File: src/rtl/rd_hs_pkg.sv
// Shared definitions for the rd/ws/ds read handshake, used by both
// the initiator (read controller) and the target-side responder.
package rd_hs_pkg;

   // Responder states
   typedef enum logic [1:0] {
      R_IDLE  = 2'd0,
      R_WAIT  = 2'd1,
      R_RETRY = 2'd2,
      R_DATA  = 2'd3
   } rsp_state_t;

   // Initiator (read controller) states
   typedef enum logic [1:0] {
      I_IDLE = 2'd0,
      I_READ = 2'd1,
      I_DLY  = 2'd2,
      I_DONE = 2'd3
   } init_state_t;

   localparam int RD_AW_DEF = 4;
   localparam int RD_DW_DEF = 8;
   localparam int RD_CW_DEF = 4;

   // Wait-state decode: ready only in R_WAIT once the wait count is spent
   function automatic logic rsp_ws(input rsp_state_t st, input logic cnt_zero);
      return !((st == R_WAIT) && cnt_zero);
   endfunction

endpackage

File: src/rtl/rd_regfile.sv
// Flop-based register file: one synchronous write port, one
// combinational read port, contents cleared by the asynchronous reset.
module rd_regfile #(
   parameter int AW = 4,
   parameter int DW = 8
) (
   input  logic          clk,
   input  logic          rst_n,
   input  logic          i_we,
   input  logic [AW-1:0] i_waddr,
   input  logic [DW-1:0] i_wdata,
   input  logic [AW-1:0] i_raddr,
   output logic [DW-1:0] o_rdata
);

   localparam int DEPTH = 1 << AW;

   logic [DW-1:0] r_mem [DEPTH];

   // Storage: clear on reset, otherwise write on we
   always_ff @(posedge clk or negedge rst_n) begin
      if (!rst_n) begin
         for (int i = 0; i < DEPTH; i++) begin
            r_mem[i] <= {DW{1'b0}};
         end
      end else if (i_we) begin
         r_mem[i_waddr] <= i_wdata;
      end
   end

   // Read returns the pre-edge contents, so a same-edge write is not seen
   assign o_rdata = r_mem[i_raddr];

endmodule

File: src/rtl/rd_wait_responder.sv
// Target-side responder for the rd/ws/ds read handshake. Captures the
// request, inserts the configured number of wait states by holding ws
// high, then presents register-file data for the initiator's DONE cycle.
module rd_wait_responder
   import rd_hs_pkg::*;
#(
   parameter int AW = RD_AW_DEF,
   parameter int DW = RD_DW_DEF,
   parameter int CW = RD_CW_DEF
) (
   input  logic          clk,
   input  logic          rst_n,
   input  logic          i_rd,
   input  logic          i_ds,
   input  logic [AW-1:0] i_addr,
   input  logic [CW-1:0] i_wait_cfg,
   input  logic          i_we,
   input  logic [AW-1:0] i_waddr,
   input  logic [DW-1:0] i_wdata,
   output logic          o_ws,
   output logic [DW-1:0] o_rdata,
   output logic          o_busy,
   output logic          o_err
);

   rsp_state_t    r_state;
   logic [CW-1:0] r_cnt;
   logic [AW-1:0] r_addr_q;
   logic [DW-1:0] r_rdata;
   logic          r_err;
   logic [DW-1:0] w_mem_rdata;
   logic          w_cnt_zero;

   rd_regfile #(
      .AW (AW),
      .DW (DW)
   ) u_regfile (
      .clk     (clk),
      .rst_n   (rst_n),
      .i_we    (i_we),
      .i_waddr (i_waddr),
      .i_wdata (i_wdata),
      .i_raddr (r_addr_q),
      .o_rdata (w_mem_rdata)
   );

   assign w_cnt_zero = (r_cnt == {CW{1'b0}});

   // Responder FSM with wait counter, captured address, read data and error pulse
   always_ff @(posedge clk or negedge rst_n) begin
      if (!rst_n) begin
         r_state  <= R_IDLE;
         r_cnt    <= {CW{1'b0}};
         r_addr_q <= {AW{1'b0}};
         r_rdata  <= {DW{1'b0}};
         r_err    <= 1'b0;
      end else begin
         r_err <= 1'b0;
         case (r_state)
            R_IDLE: begin
               if (i_rd) begin
                  r_state  <= R_WAIT;
                  r_addr_q <= i_addr;
                  r_cnt    <= i_wait_cfg;
               end
            end
            R_WAIT: begin
               // Dropping rd here means the initiator gave up in its DLY cycle
               if (!i_rd) begin
                  r_state <= R_IDLE;
                  r_err   <= 1'b1;
               end else if (!w_cnt_zero) begin
                  r_state <= R_RETRY;
                  r_cnt   <= r_cnt - CW'(1);
               end else begin
                  r_state <= R_DATA;
                  r_rdata <= w_mem_rdata;
               end
            end
            R_RETRY: begin
               if (i_rd) begin
                  r_state <= R_WAIT;
               end else begin
                  r_state <= R_IDLE;
                  r_err   <= 1'b1;
               end
            end
            R_DATA: begin
               if (i_ds) begin
                  r_state <= R_IDLE;
               end else if (i_rd) begin
                  // Skipped DONE: flag it, but serve the new request anyway
                  r_err    <= 1'b1;
                  r_state  <= R_WAIT;
                  r_addr_q <= i_addr;
                  r_cnt    <= i_wait_cfg;
               end
            end
            default: begin
               r_state <= R_IDLE;
            end
         endcase
      end
   end

   // Outputs are pure decodes of registered state; no input reaches them
   assign o_ws    = rsp_ws(r_state, w_cnt_zero);
   assign o_busy  = (r_state != R_IDLE);
   assign o_rdata = r_rdata;
   assign o_err   = r_err;

endmodule

File: config.mk
export PLATFORM = sky130hd
export DESIGN_NAME = rd_wait_responder
export DESIGN_NICKNAME = d
export VERILOG_FILES = /design/src/rtl/rd_hs_pkg.sv /design/src/rtl/rd_regfile.sv /design/src/rtl/rd_wait_responder.sv
export SDC_FILE = /design/constraint.sdc
export NUM_CORES = 1
export LEC_CHECK = 0
export ABC_AREA = 1
export CORE_MARGIN = 2
export CORE_UTILIZATION = 60
export CTS_CLUSTER_SIZE = 30
export DETAILED_ROUTE_END_ITERATION = 12
export GPL_ROUTABILITY_DRIVEN = 0
export PLACE_DENSITY = 0.8
export SETUP_SLACK_MARGIN = 0.2
export SYNTH_ARGS = -nofsm -noshare
export SYNTH_HDL_FRONTEND = slang
export SYNTH_SLANG_ARGS = --single-unit
File: constraint.sdc
create_clock -name clk -period 2.5 [get_ports clk]
set_clock_uncertainty 0.2 [all_clocks]
set_input_delay 0.75 -clock clk [delete_from_list [all_inputs] [get_ports clk]]
set_output_delay 0.75 -clock clk [all_outputs]
set_load 0.1 [all_outputs]
==> out/metrics.csv, run 1 <==
stage,metric,value,unit
synthesis,async_flop_share,100,%
route,wire_per_inst,15.9,um
global_route,antenna_found_initial,0,
timing,max_clock_freq,0.436,GHz
global_route,grt_max_degree,45,
timing,worst_slack,0.207,ns
route,routed_wl,18400,um
route,firstDrtPassIters,8,
global_route,grt_pass1_vias,6048,
timing,rsz0062_at_grt,true,
timing,relSlewSlack,62.0,%
worst_setup_path,arrival,1.34,ns
run,drv_cap,0,
timing,setup_viol,0,
floorplanning,start_util,62.2,%
final_layout,nets,1038,
floorplanning,placementRows,39,
floorplanning,top_level_ports,36,
pwr,irDropWorstVdd,666,uV
route,drt_iter0_drc,654,
synthesis,ys.flop_type,dfrtp_1,
timing,worst_pin_slew,0.567,ns
worst_setup_path,cp-end-kind,output pin,
place,pre_cts_ws,-0.0429,ns
synthesis,syn-num-nets,982,
hold_path,hp-class,primary input to asynchronous set/reset pin,
route,drc_errors,0,
floorplanning,dieArea,12900,um^2
route,via_per_inst,5.42,
worst_setup_path,r2r-start,r_state[0],
worst_setup_path,cp.required,1.55,ns
route,vias,6267,
clocking,clock-sinks,147,
floorplanning,coreArea,11600,um^2
route,antenna_left,0,
run_status,status,"finished, final reports clean",
timing,slew_violations,0,
final_layout,antenna_cells,0,
worst_setup_path,rr_endpoint,r_cnt[1],
worst_setup_path,rr_worst_depth,6,
final_layout,syn_to_final_growth,18.6,%
worst_setup_path,cp-startpoint,r_state[1],
floorplanning,die_w,113,um
synthesis,syn_avg_cell_area,7.58,um^2
clocking,root_buffer,clkbuf_16,
synthesis,ys_types,24,
synthesis,synth_seq_cells,147,
pwr,leakage,4.36,nW
worst_setup_path,worst-r2r-setup-slack,0.64,ns
clocking,hold_buffers,0,
global_route,gr-total-overflow,0,
synthesis,syn_inst,948,
clocking,cts_tree,yes,
synthesis,yosys_warnings,0,
worst_setup_path,worstSetupPathType,flop to output pin,
place,post-dp-hpwl,12200,um
timing,hold_viol,0,
final_layout,fin_util,73.7,%
clocking,h-tree-depth,4,
clocking,clockBufferDepth,2,
worst_setup_path,crit_end,o_ws,
global_route,grt_pass1_wl,30800,um
worst_setup_path,path_max_fanout,4,
synthesis,synth_area,7190,um^2
synthesis,synth_edf_count,0,
timing,timing.final.crit_share,91.7,%
final_layout,final_layout_size_suffix_gt1_share,11.0,%
floorplanning,die_h,113,um
pwr,p_per_area,1110,nW/um^2
clocking,path_clk_slew,0.06,ns
worst_setup_path,crit_path_start_kind,flop,
synthesis,ys_seq_area_share,51.2,%
timing,holdWs,0.0208,ns
timing,post-route-min-period,2.29,ns
global_route,grt_usage,31.0,%
place,io_buffers,35,
clocking,clock_latency,0.42,ns
clocking,numCtsBuffers,17,
[cells in the mapped netlist, types with 2 or more instances]
| cell | number | share of area (%) |
|---|---|---|
| buf_1 | 10 | 0.52 |
| o21ai_1 | 7 | 0.49 |
| a21oi_1 | 8 | 0.56 |
| buf_6 | 2 | 0.31 |
| o21ai_0 | 129 | 9.0 |
| clkbuf_1 | 23 | 1.2 |
| nor2_1 | 9 | 0.47 |
| inv_1 | 122 | 6.4 |
| ha_1 | 9 | 1.6 |
| clkinv_1 | 2 | 0.10 |
| buf_2 | 15 | 1.0 |
| dfrtp_1 | 147 | 51 |
| nand3_1 | 105 | 7.3 |
| nor2_4 | 2 | 0.31 |
| o211ai_1 | 2 | 0.21 |
| nand2_1 | 346 | 18 |
| nor3_4 | 3 | 0.68 |
[critical path: stages, from the launching register on]
cell,delay (ns)
dfrtp_1,0.40
inv_2,0.11
ha_4,0.15
nand3_4,0.08
buf_12,0.18
[repair_timing]
action	CTS	global route
setup endpoints to repair	2	2
setup buffers	7	2
resized for setup	11	0
pin swaps	2	1
[routing by layer]
metal  global-route usage (%)  wire [um]  up-vias
met4                     11.1        502        0
met2                     47.9       8500      238
met1                     43.4       7990     2920
li1                         -          -     3067
met5                        0          0        -
met3                     7.49       1450       42
[per-stage QoR]
step | TNS, ns | std cells | instance area [um^2] | power (mW)
after global placement | -0.00524 | 1119 | 7900 | 6.94
after floorplan | 0 | 948 | 7200 | 5.90
after CTS | 0 | 1155 | 8510 | 9.44
after detailed placement | -0.0745 | 1119 | 7900 | 7.01
after global routing | 0 | 1157 | 8520 | 10.1
final | 0 | 1157 | 8520 | 9.48
[flip-flops by register name (all words and copies together), names as in the netlist]
signal,flops
o_rdata,8
u_regfile.r_mem,128
r_cnt,4
r_addr_q,4
o_err,1
r_state,2
[layout by cell type, fill, tap and decap left out, types with 8 or more instances in the layout]
cell	instances
inv_1	116
o21ai_0	129
clkdlybuf4s50_1	23
nand2_1	346
a21oi_1	8
nand3_1	104
buf_4	57
clkbuf_16	17
nor2_1	9
dfrtp_1	145
[worst min-delay path by stage]
stage | end | slack [ns] | cells after the start
6_report | u_regfile.r_mem[34] | 0.02 | 1
5_1_grt | u_regfile.r_mem[44] | 0.03 | 1
4_1_cts | u_regfile.r_mem[44] | 0.02 | 1
3_5_place_dp | o_rdata[5] | 0.27 | 2
3_3_place_gp | u_regfile.r_mem[6] | 0.27 | 2
2_1_floorplan | o_err | 0.25 | 0
[cells by family (layout without fill, tap and decap cells)]
logic type | count (synthesis) | count (layout) | synth area share, %
xor+xnor | 1 | 1 | 0.122
flops | 147 | 147 | 51.2
compound gates | 147 | 147 | 10.4
fa+ha+maj | 9 | 9 | 1.57
simple gates | 468 | 468 | 27.1
buf+inv | 176 | 242 | 9.68
[final cells by class]
type / instances / area (um^2)
clock buffers: 24 / 502
clock inverters: 5 / 27.5
fillers: 872 / 3040
inverters: 125 / 469
multi-input cells: 625 / 2850
flip-flops and latches: 147 / 3680
well taps: 143 / 179
repair buffers: 88 / 810
[report_power, final]
part / switching (mW) / total [mW] / internal [mW]
Combinational: 2.62 / 3.89 / 1.27
Sequential: 0.332 / 3.29 / 2.96
Clock: 0.926 / 2.30 / 1.37
Total: 3.88 / 9.48 / 5.60
Note: power is estimated with default switching activity, not from simulation.
==> run 2: changes to the inputs <==
--- a/config.mk
+++ b/config.mk
@@ -12,6 +12,7 @@
 export DETAILED_ROUTE_END_ITERATION = 12
 export GPL_ROUTABILITY_DRIVEN = 0
 export PLACE_DENSITY = 0.8
+export REMOVE_ABC_BUFFERS = 1
 export SETUP_SLACK_MARGIN = 0.2
 export SYNTH_ARGS = -nofsm -noshare
 export SYNTH_HDL_FRONTEND = slang
==> out/metrics.csv, run 2 (same netlist as run 1, synthesis figures left out) <==
stage,metric,value,unit
final_layout,num-fill-cells,822,
timing,setup_viol,0,
route,via_per_inst,5.58,
clocking,clock-sinks,147,
pwr,leakage,4.43,nW
clocking,root_buffer,clkbuf_16,
worst_setup_path,worstSetupPathType,flop to output pin,
worst_setup_path,critical_path.top_delay_family,flip-flops,
route,vias,6459,
place,post-dp-hpwl,12300,um
final_layout,syn_to_final_growth,20.5,%
route,antenna_left,0,
pwr,seqPwrFrac,32.1,%
place,pre_cts_ws,0.00568,ns
worst_setup_path,cp-end-kind,output pin,
timing,timing.final.crit_share,92.0,%
place,place_inst,1118,
floorplanning,placementRows,39,
pwr,clkPwrFrac,29.2,%
worst_setup_path,crit_path_start_kind,flop,
global_route,grt_usage,31.6,%
clocking,clock_latency,0.43,ns
final_layout,largest_reg_flops,128,
clocking,numCtsBuffers,17,
floorplanning,coreArea,11600,um^2
timing,worst_pin_slew,0.736,ns
clocking,path_clk_slew,0.06,ns
worst_setup_path,path_max_fanout,4,
clocking,clockBufferDepth,2,
hold_path,hp-class,primary input to asynchronous set/reset pin,
timing,max_clock_freq,0.435,GHz
timing,holdWs,0.0511,ns
route,drc_errors,0,
clocking,h-tree-depth,4,
final_layout,final_cell_mix,"nand2_1, dfrtp_1, o21ai_0",
pwr,finalPower,10.2,mW
timing,worst_slack,0.200,ns
global_route,antenna_found_initial,0,
floorplanning,dieArea,12900,um^2
timing,relSlewSlack,50.9,%
timing,post-route-min-period,2.30,ns
pwr,p_int,6.23,mW
final_layout,final_layout_size_suffix_gt1_share,11.4,%
place,io_buffers,35,
route,routed_wl,19100,um
timing,slew_violations,0,
floorplanning,top_level_ports,36,
final_layout,regArea,3680,um^2
pwr,irDropWorstVdd,539,uV
worst_setup_path,crit_chain,inv_2 -> ha_4 -> nand3_4 -> buf_12,
final_layout,multi_input_area,2860,um^2
clocking,cts_tree,yes,
timing,hold_viol,0,
final_layout,final_cells,1158,
pwr,p_per_area,1180,nW/um^2
global_route,grt_pass1_vias,6082,
worst_setup_path,cp.required,1.55,ns
worst_setup_path,crit_buf_inv,2,
route,firstDrtPassIters,5,
floorplanning,die_w,113,um
pwr,power.switching,3.99,mW
worst_setup_path,worst_path_largest_cell_delay,0.39,ns
run_status,status,"finished, final reports clean",
final_layout,final_common_cell,nand2_1,
final_layout,antenna_cells,0,
global_route,grt_max_degree,65,
worst_setup_path,cpMaxStageDelayCell,dfrtp_1,
global_route,gr-total-overflow,0,
pwr,power_switching_share,39.1,%
floorplanning,start_util,62.2,%
clocking,hold_buffers,0,
worst_setup_path,arrival,1.35,ns
run,drv_cap,0,
final_layout,largest_register,u_regfile.r_mem,
route,wire_per_inst,16.5,um
timing,rsz0062_at_grt,true,
pwr,p_comb_share,38.7,%
route,drt_iter0_drc,862,
final_layout,nets,1036,
global_route,grt_pass1_wl,31100,um
floorplanning,die_h,113,um
## run 2: cell types whose count changed in the layout (fill, tap and decap cells not counted), sizes merged
cell      delta
clkinvlp     -1
clkinv       -1
buf          -2
clkbuf       -1
bufinv       +6
## run 2: final cells by class
| type | instances | area share (%) |
|---|---|---|
| Timing Repair Buffer | 86 | 8.89 |
| Multi-Input combinational cell | 625 | 33.0 |
| Clock inverter | 9 | 2.25 |
| Tap cell | 143 | 2.07 |
| Clock buffer | 23 | 5.87 |
| Inverter | 125 | 5.42 |
| Sequential cell | 147 | 42.5 |
## run 2: repair_timing
action                     4_1_cts  5_1_grt
gates resized for setup         12        2
setup buffers                    7        1
gates cloned                     0        0
hold endpoints to repair         0        0
setup endpoints to repair        2        2
pin swaps                        1        1
## run 2: worst paths after layout
path | startpoint | end | slack (ns) | cells after the start
max | r_state[1] | o_ws | 0.20 | 4
min | rst_n | u_regfile.r_mem[46] | 0.05 | 1
max reg2reg | r_addr_q[0] | o_rdata[1] | 0.46 | 8
min reg2reg | o_rdata[0] | o_rdata[0] | 0.28 | 2
max in group asynchronous | rst_n | u_regfile.r_mem[81] | 1.47 | 2
min in group clk | o_rdata[0] | o_rdata[0] | 0.28 | 2
## run 2: metal layers
layer	global-route usage, %	share of wire (%)	up-vias
met5	1.18	0	-
met2	48.7	46	304
met4	11.9	3.1	0
li1	-	-	3074
met3	6.32	8.1	52
met1	44.8	43	3029
## run 2: power groups by stage
stage,combinational [mW],clock [mW],sequential (mW)
2_1_floorplan,1.97,0,3.80
5_1_grt,4.33,3.12,3.34
6_report,3.96,2.99,3.28
3_5_place_dp,3.66,0,3.29
3_3_place_gp,3.60,0,3.27
4_1_cts,3.85,3.00,3.26
## run 2: metrics by stage
stage	instance area, um^2	setup TNS [ns]	util [%]
2_1_floorplan	6960	-6.02	-
3_3_place_gp	7850	0	67.9
3_5_place_dp	7850	0	67.9
4_1_cts	8640	0	74.7
5_1_grt	8660	0	74.9
6_report	8660	0	74.9
## run 2: worst reg2reg max path, delay by kind of cell (launching register included)
| family | cells | cell delay, ns |
|---|---|---|
| and+or+nand+nor | 7 | 0.79 |
| buffers and inverters | 1 | 0.58 |
| DFF | 1 | 0.37 |
==> run 3: changes to the inputs <==
==> constraint.sdc (replaced) <==
create_clock -name clk -period 2.5 [get_ports clk]
set_clock_uncertainty 0.2 [all_clocks]
set_input_delay 0.75 -clock clk [delete_from_list [all_inputs] [get_ports clk]]
set_output_delay 0.75 -clock clk [all_outputs]
set_load 0.01 [all_outputs]
==> out/metrics.csv, run 3 (same netlist as run 1, synthesis figures left out) <==
stage,metric,value,unit
run_status,status,"finished, final reports clean",
worst_setup_path,crit_path_start_kind,flop,
floorplanning,start_util,62.2,%
timing,relSlewSlack,52.5,%
global_route,grt_pass1_vias,6139,
timing,max_clock_freq,0.441,GHz
route,via_per_inst,5.59,
route,drt_iter0_drc,838,
global_route,grt_max_degree,65,
timing,hold_viol,0,
place,placed_area,7860,um^2
floorplanning,top_level_ports,36,
pwr,power_switching_share,37.9,%
final_layout,final_area,8440,um^2
final_layout,antenna_cells,0,
final_layout,syn_to_final_growth,17.4,%
timing,slew_violations,0,
clocking,numCtsBuffers,17,
worst_setup_path,crit_buf_inv,2,
pwr,seqPwrFrac,36.6,%
floorplanning,dieArea,12900,um^2
pwr,power.switching,3.38,mW
timing,setup_viol,0,
route,wire_per_inst,16.5,um
worst_setup_path,cpMaxStageDelayCell,dfrtp_1,
timing,holdWs,0.0534,ns
worst_setup_path,path_max_fanout,3,
route,antenna_left,0,
global_route,grt_pass1_wl,31300,um
route,firstDrtPassIters,6,
pwr,p_per_area,1060,nW/um^2
clocking,root_buffer,clkbuf_16,
clocking,path_clk_slew,0.05,ns
worst_setup_path,worst_path_largest_cell_delay,0.39,ns
final_layout,final_cells,1147,
floorplanning,coreArea,11600,um^2
floorplanning,die_w,113,um
clocking,hold_buffers,0,
route,drc_errors,0,
worst_setup_path,arrival,1.32,ns
place,post-dp-hpwl,12300,um
pwr,finalPower,8.92,mW
hold_path,hp-class,primary input to asynchronous set/reset pin,
route,vias,6416,
place,io_buffers,35,
worst_setup_path,worst-r2r-setup-slack,0.48,ns
final_layout,final_cell_mix,"nand2_1, dfrtp_1, o21ai_0",
global_route,grt_usage,31.7,%
pwr,clkPwrFrac,25.2,%
final_layout,largest_reg_flops,128,
global_route,gr-total-overflow,0,
timing,post-route-min-period,2.27,ns
floorplanning,placementRows,39,
clocking,h-tree-depth,4,
pwr,p_int,5.54,mW
worst_setup_path,worstSetupPathType,flop to output pin,
clocking,clock-sinks,147,
global_route,antenna_found_initial,0,
clocking,cts_tree,yes,
final_layout,largest_register,u_regfile.r_mem,
timing,timing.final.crit_share,90.8,%
timing,rsz0062_at_grt,true,
place,place_inst,1115,
worst_setup_path,crit_chain,buf_4 -> ha_4 -> nand3_2 -> buf_6,
pwr,irDropWorstVdd,563,uV
worst_setup_path,cp.required,1.55,ns
worst_setup_path,critical_path.top_delay_family,flip-flops,
clocking,clock_latency,0.42,ns
clocking,clockBufferDepth,2,
route,routed_wl,18900,um
timing,worst_pin_slew,0.713,ns
final_layout,final_layout_size_suffix_gt1_share,8.67,%
worst_setup_path,cp-end-kind,output pin,
run,drv_cap,0,
final_layout,final_common_cell,nand2_1,
pwr,p_comb_share,38.1,%
final_layout,nets,1031,
floorplanning,die_h,113,um
pwr,leakage,4.33,nW
[run 3: cell count changes in the layout (fill, tap and decap cells not counted), sizes merged]
| cell | delta |
|---|---|
| buf | -15 |
| clkdlybuf4s50 | +7 |
| bufinv | -6 |
| dlymetal6s2s | +2 |
| clkbuf | +4 |
| clkinv | -3 |
[run 3: power by group through the flow]
stage                     Sequential, mW  Clock (mW)  Combinational, mW
final                               3.27        2.25               3.40
after global routing                3.33        2.38               3.80
after CTS                           3.26        2.26               3.31
after detailed placement            3.30           0               3.17
after global placement              3.27           0               3.09
after floorplan                     3.41           0               1.87
[run 3: worst register-to-register path, stage by stage, from the launching register on]
cell     delay [ns]
dfrtp_2        0.36
buf_4          0.58
nand2_1        0.12
nand2_1        0.11
nand2_1        0.09
nand3_1        0.11
nand3_1        0.12
nand2_1        0.14
nand2_1        0.07
nand2_1        0.06
[run 3: area by class of cell]
type | count | area (um^2)
clock buffer | 26 | 509
fill | 880 | 3120
inverter | 125 | 469
multi-input combinational | 625 | 2840
sequential | 147 | 3680
tap | 143 | 179
timing repair buffer | 81 | 761
[run 3: worst paths after layout]
kind / startpoint / to / depth (start not counted)
hold / removal: rst_n / u_regfile.r_mem[46] / 1
min in group clk: o_rdata[2] / o_rdata[2] / 2
setup / recovery: r_state[0] / o_ws / 4
hold reg to reg: o_rdata[2] / o_rdata[2] / 2
max in group asynchronous: rst_n / u_regfile.r_mem[109] / 2
setup reg to reg: r_addr_q[0] / o_rdata[7] / 9
[run 3: stage by stage]
step                utilization, %  setup TNS [ns]  setup WS, ns
global placement              67.9               0        0.0472
CTS                           72.8               0         0.191
detailed placement            67.9         -0.0806       -0.0348
finish                        73.0               0         0.230
floorplan                        -           -5.38        -0.633
global route                  73.0               0         0.154
[run 3: layer usage]
layer / wire length (um) / vias up / GRT usage (%)
met1: 8000 / 3013 / 44.0
met5: 0 / - / 0
met4: 660 / 0 / 14.1
met3: 1560 / 55 / 7.60
li1: - / 3049 / -
met2: 8710 / 299 / 48.1
[run 3: repair_timing]
item / in CTS / in global routing
gates resized for setup: 13 / 5
pin swaps: 1 / 0
buffers inserted: 5 / 1
setup endpoints to repair: 2 / 4
